==> src/rtl/battery_monitor_ctrl.sv <==
// Battery monitor sequencer.
// Takes turns sampling both batteries on the shared 4-bit ADC and forms the
// registered 5-bit sum that feeds the level comparator. The sum is classified
// into one of five levels, the level is debounced over consecutive rounds, and
// a blinking alarm is raised while the level is critical.
module battery_monitor_ctrl #(
    parameter int SAMPLE_PERIOD = 1000,
    parameter int STABLE_COUNT  = 4,
    parameter int TIMEOUT       = 255,
    parameter int BLINK_HALF    = 5000000
) (
    input  logic       clk,
    input  logic       rst,
    output logic       adc_req,
    output logic       adc_sel,
    input  logic       adc_valid,
    input  logic [3:0] adc_data,
    output logic [4:0] sum_out,
    output logic       sum_valid,
    output logic [2:0] level,
    output logic       level_valid,
    output logic       level_changed,
    output logic       alarm,
    output logic       adc_fault,
    output logic       busy
);

    typedef enum logic [2:0] {
        ST_IDLE = 3'd0,
        ST_REQ1 = 3'd1,
        ST_REQ2 = 3'd2,
        ST_SUM  = 3'd3,
        ST_EVAL = 3'd4
    } state_t;

    // Counter widths: each counter runs 0 .. LIMIT-1 (run counter 0 .. STABLE_COUNT)
    localparam int IDLE_W = (SAMPLE_PERIOD > 1) ? $clog2(SAMPLE_PERIOD) : 1;
    localparam int WAIT_W = (TIMEOUT > 1) ? $clog2(TIMEOUT) : 1;
    localparam int BLNK_W = (BLINK_HALF > 1) ? $clog2(BLINK_HALF) : 1;
    localparam int CNT_W  = $clog2(STABLE_COUNT + 1);

    localparam logic [IDLE_W-1:0] IDLE_LAST = IDLE_W'(SAMPLE_PERIOD - 1);
    localparam logic [IDLE_W-1:0] IDLE_ONE  = IDLE_W'(1);
    localparam logic [WAIT_W-1:0] WAIT_LAST = WAIT_W'(TIMEOUT - 1);
    localparam logic [WAIT_W-1:0] WAIT_ONE  = WAIT_W'(1);
    localparam logic [BLNK_W-1:0] BLNK_LAST = BLNK_W'(BLINK_HALF - 1);
    localparam logic [BLNK_W-1:0] BLNK_ONE  = BLNK_W'(1);
    localparam logic [CNT_W-1:0]  CNT_MAX   = CNT_W'(STABLE_COUNT);
    localparam logic [CNT_W-1:0]  CNT_ONE   = CNT_W'(1);

    // Map a battery sum onto its level code: critical/low/medium/high/full
    function automatic logic [2:0] classify(input logic [4:0] s);
        logic [2:0] c;
        if (s < 5'd3) begin
            c = 3'd0;
        end else if (s < 5'd10) begin
            c = 3'd1;
        end else if (s < 5'd19) begin
            c = 3'd2;
        end else if (s < 5'd30) begin
            c = 3'd3;
        end else begin
            c = 3'd4;
        end
        return c;
    endfunction

    state_t            state_r;
    logic [IDLE_W-1:0] idle_cnt_r;
    logic [WAIT_W-1:0] wait_cnt_r;
    logic [3:0]        b1_r;
    logic [3:0]        b2_r;
    logic [2:0]        cand_r;
    logic [CNT_W-1:0]  cnt_r;
    logic [BLNK_W-1:0] blink_cnt_r;
    logic              blink_run_r;
    logic [4:0]        sum_next_s;
    logic [2:0]        class_next_s;
    logic              critical_s;

    // Sum of the two captured samples and its classification
    always_comb begin
        sum_next_s   = {1'b0, b1_r} + {1'b0, b2_r};
        class_next_s = classify(sum_next_s);
        critical_s   = level_valid && (level == 3'd0);
    end

    // ADC handshake and busy flag decoded straight from the state register
    always_comb begin
        adc_req = 1'b0;
        adc_sel = 1'b0;
        busy    = 1'b1;
        case (state_r)
            ST_IDLE: busy = 1'b0;
            ST_REQ1: adc_req = 1'b1;
            ST_REQ2: begin
                adc_req = 1'b1;
                adc_sel = 1'b1;
            end
            ST_SUM:  busy = 1'b1;
            ST_EVAL: busy = 1'b1;
            default: busy = 1'b1;
        endcase
    end

    // Measurement sequencer: idle wait, two ADC requests, sum, debounce evaluation
    always_ff @(posedge clk) begin
        if (rst) begin
            state_r       <= ST_IDLE;
            idle_cnt_r    <= '0;
            wait_cnt_r    <= '0;
            b1_r          <= 4'd0;
            b2_r          <= 4'd0;
            cand_r        <= 3'd0;
            cnt_r         <= '0;
            sum_out       <= 5'd0;
            sum_valid     <= 1'b0;
            level         <= 3'd0;
            level_valid   <= 1'b0;
            level_changed <= 1'b0;
            adc_fault     <= 1'b0;
        end else begin
            sum_valid     <= 1'b0;
            level_changed <= 1'b0;
            case (state_r)
                ST_IDLE: begin
                    if (idle_cnt_r == IDLE_LAST) begin
                        idle_cnt_r <= '0;
                        wait_cnt_r <= '0;
                        state_r    <= ST_REQ1;
                    end else begin
                        idle_cnt_r <= idle_cnt_r + IDLE_ONE;
                    end
                end
                ST_REQ1: begin
                    if (adc_valid) begin
                        b1_r       <= adc_data;
                        wait_cnt_r <= '0;
                        state_r    <= ST_REQ2;
                    end else if (wait_cnt_r == WAIT_LAST) begin
                        adc_fault  <= 1'b1;
                        idle_cnt_r <= '0;
                        state_r    <= ST_IDLE;
                    end else begin
                        wait_cnt_r <= wait_cnt_r + WAIT_ONE;
                    end
                end
                ST_REQ2: begin
                    if (adc_valid) begin
                        b2_r    <= adc_data;
                        state_r <= ST_SUM;
                    end else if (wait_cnt_r == WAIT_LAST) begin
                        adc_fault  <= 1'b1;
                        idle_cnt_r <= '0;
                        state_r    <= ST_IDLE;
                    end else begin
                        wait_cnt_r <= wait_cnt_r + WAIT_ONE;
                    end
                end
                ST_SUM: begin
                    sum_out   <= sum_next_s;
                    sum_valid <= 1'b1;
                    adc_fault <= 1'b0;
                    if (class_next_s == cand_r) begin
                        if (cnt_r != CNT_MAX) begin
                            cnt_r <= cnt_r + CNT_ONE;
                        end else begin
                            cnt_r <= cnt_r;
                        end
                    end else begin
                        cand_r <= class_next_s;
                        cnt_r  <= CNT_ONE;
                    end
                    state_r <= ST_EVAL;
                end
                ST_EVAL: begin
                    if ((cnt_r == CNT_MAX) && (!level_valid || (cand_r != level))) begin
                        level         <= cand_r;
                        level_valid   <= 1'b1;
                        level_changed <= 1'b1;
                    end else begin
                        level_changed <= 1'b0;
                    end
                    idle_cnt_r <= '0;
                    state_r    <= ST_IDLE;
                end
                default: begin
                    idle_cnt_r <= '0;
                    state_r    <= ST_IDLE;
                end
            endcase
        end
    end

    // Critical alarm blinker: high on the cycle after entering critical, then toggles
    always_ff @(posedge clk) begin
        if (rst) begin
            alarm       <= 1'b0;
            blink_cnt_r <= '0;
            blink_run_r <= 1'b0;
        end else if (!critical_s) begin
            alarm       <= 1'b0;
            blink_cnt_r <= '0;
            blink_run_r <= 1'b0;
        end else if (!blink_run_r) begin
            alarm       <= 1'b1;
            blink_cnt_r <= '0;
            blink_run_r <= 1'b1;
        end else if (blink_cnt_r == BLNK_LAST) begin
            alarm       <= ~alarm;
            blink_cnt_r <= '0;
        end else begin
            blink_cnt_r <= blink_cnt_r + BLNK_ONE;
        end
    end

endmodule

==> config.mk <==
export PLATFORM = sky130hd
export DESIGN_NAME = battery_monitor_ctrl
export DESIGN_NICKNAME = d
export VERILOG_FILES = /design/src/rtl/battery_monitor_ctrl.sv
export SDC_FILE = /design/constraint.sdc
export NUM_CORES = 1
export LEC_CHECK = 0
export ABC_AREA = 1
export BUFFER_PORTS_ARGS = -buffer_cell sky130_fd_sc_hd__buf_2
export CAP_MARGIN = 30
export CORE_UTILIZATION = 50
export CTS_CLUSTER_DIAMETER = 150
export CTS_CLUSTER_SIZE = 14
export DETAILED_ROUTE_END_ITERATION = 16
export GPL_TIMING_DRIVEN = 0
export PLACE_DENSITY = 0.73
export REMOVE_ABC_BUFFERS = 1
export SETUP_SLACK_MARGIN = 0.02
export SLEW_MARGIN = 20
export SYNTH_ARGS = -nofsm -noshare
export SYNTH_HDL_FRONTEND = slang
export SYNTH_SLANG_ARGS = --single-unit
==> constraint.sdc <==
create_clock -name clk -period 2.4 [get_ports clk]
set_input_delay 0.72 -clock clk [delete_from_list [all_inputs] [get_ports clk]]
set_output_delay 0.72 -clock clk [all_outputs]
set_load 0.05 [all_outputs]
==> key figures <==
Floorplanning
  • Rows: 30
  • Die W: 86.9 µm
  • I/O pins: 23
  • Starting Density: 0.525
  • Total core area: 6870 µm²
  • Die area: roughly 7600 µm²
  • Height of the die: 86.9 µm

Clock network
  • Clock slew at reported path FFs: 0.08 ns
  • Hold-fix buffer count after cts: 0
  • CTS sink count: 72
  • H-tree Lvls: 3
  • Root Buffer: clkbuf_8
  • Cts bufs inserted: 9
  • Skew-Pair Late Insertion Delay: 0.34 ns
  • TritonCTS clock tree: done
  • Max clock buf depth: 2

Placed design
  • HPWL after detailed placement: 5110 µm
  • Routability cong.: 0.820
  • DP Worst Slack: -0.139 ns
  • Post-placement cell count: 597
  • I/O Buffers: 22

Global routing
  • Initial antenna violation count: 0
  • Vias in the first global route: 2,988
  • Gr usage total: 0.203
  • Global-route wire length before repair: 12,100 µm
  • Largest net degree at the start of global routing: 23
  • Total gr overflow: 0

Synthesis
  • Yosys reg bits: 72
  • Yosys top cell by area: dfxtp_1
  • Syn Inst Count: 486
  • Synth top area share: 0.400
  • Synth area leaders: dfxtp_1 (40%), nand2_1 (8.4%), inv_1 (7.6%)
  • Synth cell count leaders: nand2_1 (81), inv_1 (73), dfxtp_1 (72)
  • Sequential share of the synthesized area: 0.400
  • Number of synthesized flops with an enable pin: 0
  • Mean area per synthesized cell: 7.42 µm²
  • Synth async-reset ratio: 0
  • Dominant synthesized flop cell: dfxtp_1
  • Post-synth cell types: 44
  • Mapped cell area: between 3000 and 4000 µm²
  • Count leader, synth: nand2_1
  • Yosys warning total: 0

Drt
  • DRC errors left: 0
  • Vias per Instance: 5.05
  • Routed Antenna Nets: 0
  • DRT Pass-1 Iters: 4
  • Vias: 3,111
  • Wirelength per Cell: 11.7 µm
  • Final wirelength: 7210 µm
  • Iter 0 DRT Violations: 149

Critical path
  • CP max stage cell: fa_2
  • Most used cell, CP: nand2_2
  • CP bufs+invs: 2
  • Worst-path cell chain: ha_4 -> inv_1 -> fa_2 -> inv_2 -> nand2_2 -> nand2_2 -> nand2_2 -> nor2_4 -> nand2_4 -> nand2_2 -> nand2_2 -> nand2_2 -> nand2_1 -> nand2_1 -> nand3_2 -> nand2_4 -> nand3_2 -> a21oi_2
  • Critical Path Source Type: flip-flop
  • WP data required: 2.67 ns
  • CP Class: reg2reg
  • Crit-path max cell delay: 0.38 ns
  • Crit-path leading delay family: simple AND/OR/NAND/NOR gates
  • Worst Setup End Kind: flip-flop
  • Crit path DAT: 2.56 ns
  • Crit-path max FO: 4

Timing
  • TNS Setup: 0 ns
  • Final Max Tran Viols: 0
  • Final period util: 0.953
  • Setup violators final: 0
  • Fin Hold WS: 0.451 ns
  • Clk_skew: 0.0105 ns
  • Max Fclk: 0.437 GHz
  • Setup ws final: 0.112 ns
  • Final hold vios: 0
  • Worst Tran Pin Value: 0.966 ns
  • Max transition margin: 0.353
  • Fin crit period: 2.29 ns

Outcome
  • Status: complete, no violations

Power
  • Power Density: 525 nW/µm²
  • Worst vdd ir: between 400 and 500 µV
  • LEAKAGE: 1.71 nW

Final layout
  • Filler Cells Inserted: 643
  • Post-Layout Cell Count: just over 600
  • Final-stage net count: 534
  • Share of layout cells above drive strength 1: 0.183
  • ANT cells: 0
  • Layout area overhead: 14.0%

Run
  • Max-Cap Viols: 0

Min path
  • Tightest Hold Check Type: reg2reg
-- where the power goes --
group          switching (mW)  total (mW)  internal, mW
Clock                   0.450       0.920         0.470
Sequential            0.00446        1.20          1.20
Combinational          0.0243      0.0362        0.0119
Total                   0.479        2.16          1.68
-- state kept, by name, summed over array words and instances (netlist names) --
name	count
adc_fault	1
alarm	1
b1_r	4
b2_r	4
blink_cnt_r	23
blink_run_r	1
cand_r	3
cnt_r	3
idle_cnt_r	10
level	3
level_changed	1
level_valid	1
state_r	3
sum_out	5
sum_valid	1
wait_cnt_r	8
-- layout by cell type (no fill, tap or decap), types with 3 or more instances in the layout --
cell type,count
nor3_2,4
nand3_1,27
nand3_2,3
nor3b_1,5
inv_2,5
xnor2_1,5
nand4_1,8
nor2_4,5
nand2_2,13
nor3_1,14
buf_4,4
o21ai_1,3
buf_2,22
dfxtp_1,70
nor4_1,3
a21oi_1,32
nor2_1,50
o22ai_1,3
inv_1,71
xor2_1,10
a221oi_1,3
clkbuf_8,9
ha_1,9
clkinv_2,3
nand2_1,72
o21ai_0,25
nor2_2,6
-- final cells by class --
class | count | area, µm² | share of cell area
inverter | 77 | 292 | 0.0709
clock inverter | 6 | 61.3 | 0.0149
sequential | 72 | 1440 | 0.351
clock buffer | 9 | 124 | 0.0301
timing repair buffer | 26 | 140 | 0.0341
multi-input combinational | 330 | 1930 | 0.470
tap | 96 | 120 | 0.0292
-- cells by family (layout without fill, tap and decap cells) --
logic type | count (synthesis) | after routing | share of synthesized area
flops | 72 | 72 | 0.400
compound gates | 77 | 77 | 0.121
fa+ha+maj | 11 | 11 | 0.0403
buf+inv | 84 | 118 | 0.0902
xor+xnor | 17 | 17 | 0.0413
simple gates | 225 | 225 | 0.307
-- worst register-to-register path, delay by kind of cell, from the launching register on --
kind | cells | cell delay [ns]
compound gates | 1 | 0.15
simple gates | 13 | 1.04
flops | 1 | 0.36
buf+inv | 2 | 0.12
fa+ha+maj | 2 | 0.53
-- through the flow --
stage	util	power, mW	area (µm²)
finish	0.599	2.16	4110
global route	0.599	2.24	4110
CTS	0.585	2.18	4020
detailed placement	0.554	1.27	3800
global placement	0.554	1.27	3800
floorplan	-	1.25	3570
-- path summary, 6_finish.rpt --
| kind | to | slack (ns) | cells past startpoint | from |
|---|---|---|---|---|
| worst max-delay path | cnt_r[2] | 0.11 | 18 | b2_r[0] |
| worst min-delay path | blink_cnt_r[0] | 0.45 | 1 | blink_cnt_r[0] |
| worst max register to register | cnt_r[2] | 0.11 | 18 | b2_r[0] |
| worst min register to register | blink_cnt_r[0] | 0.45 | 1 | blink_cnt_r[0] |
-- per-layer routing --
metal,part of all wire,vias up,track usage
met5,0,-,0
met4,0.018,0,0.102
met3,0.027,15,0.0540
met2,0.49,43,0.350
met1,0.47,1424,0.232
li1,-,1629,-
-- timing repair --
item	in CTS	in global routing
gates resized for setup	5	22
pin swaps	2	9
setup endpoints to repair	1	4
setup buffers	2	2
Power figures use the tool's default switching activity.
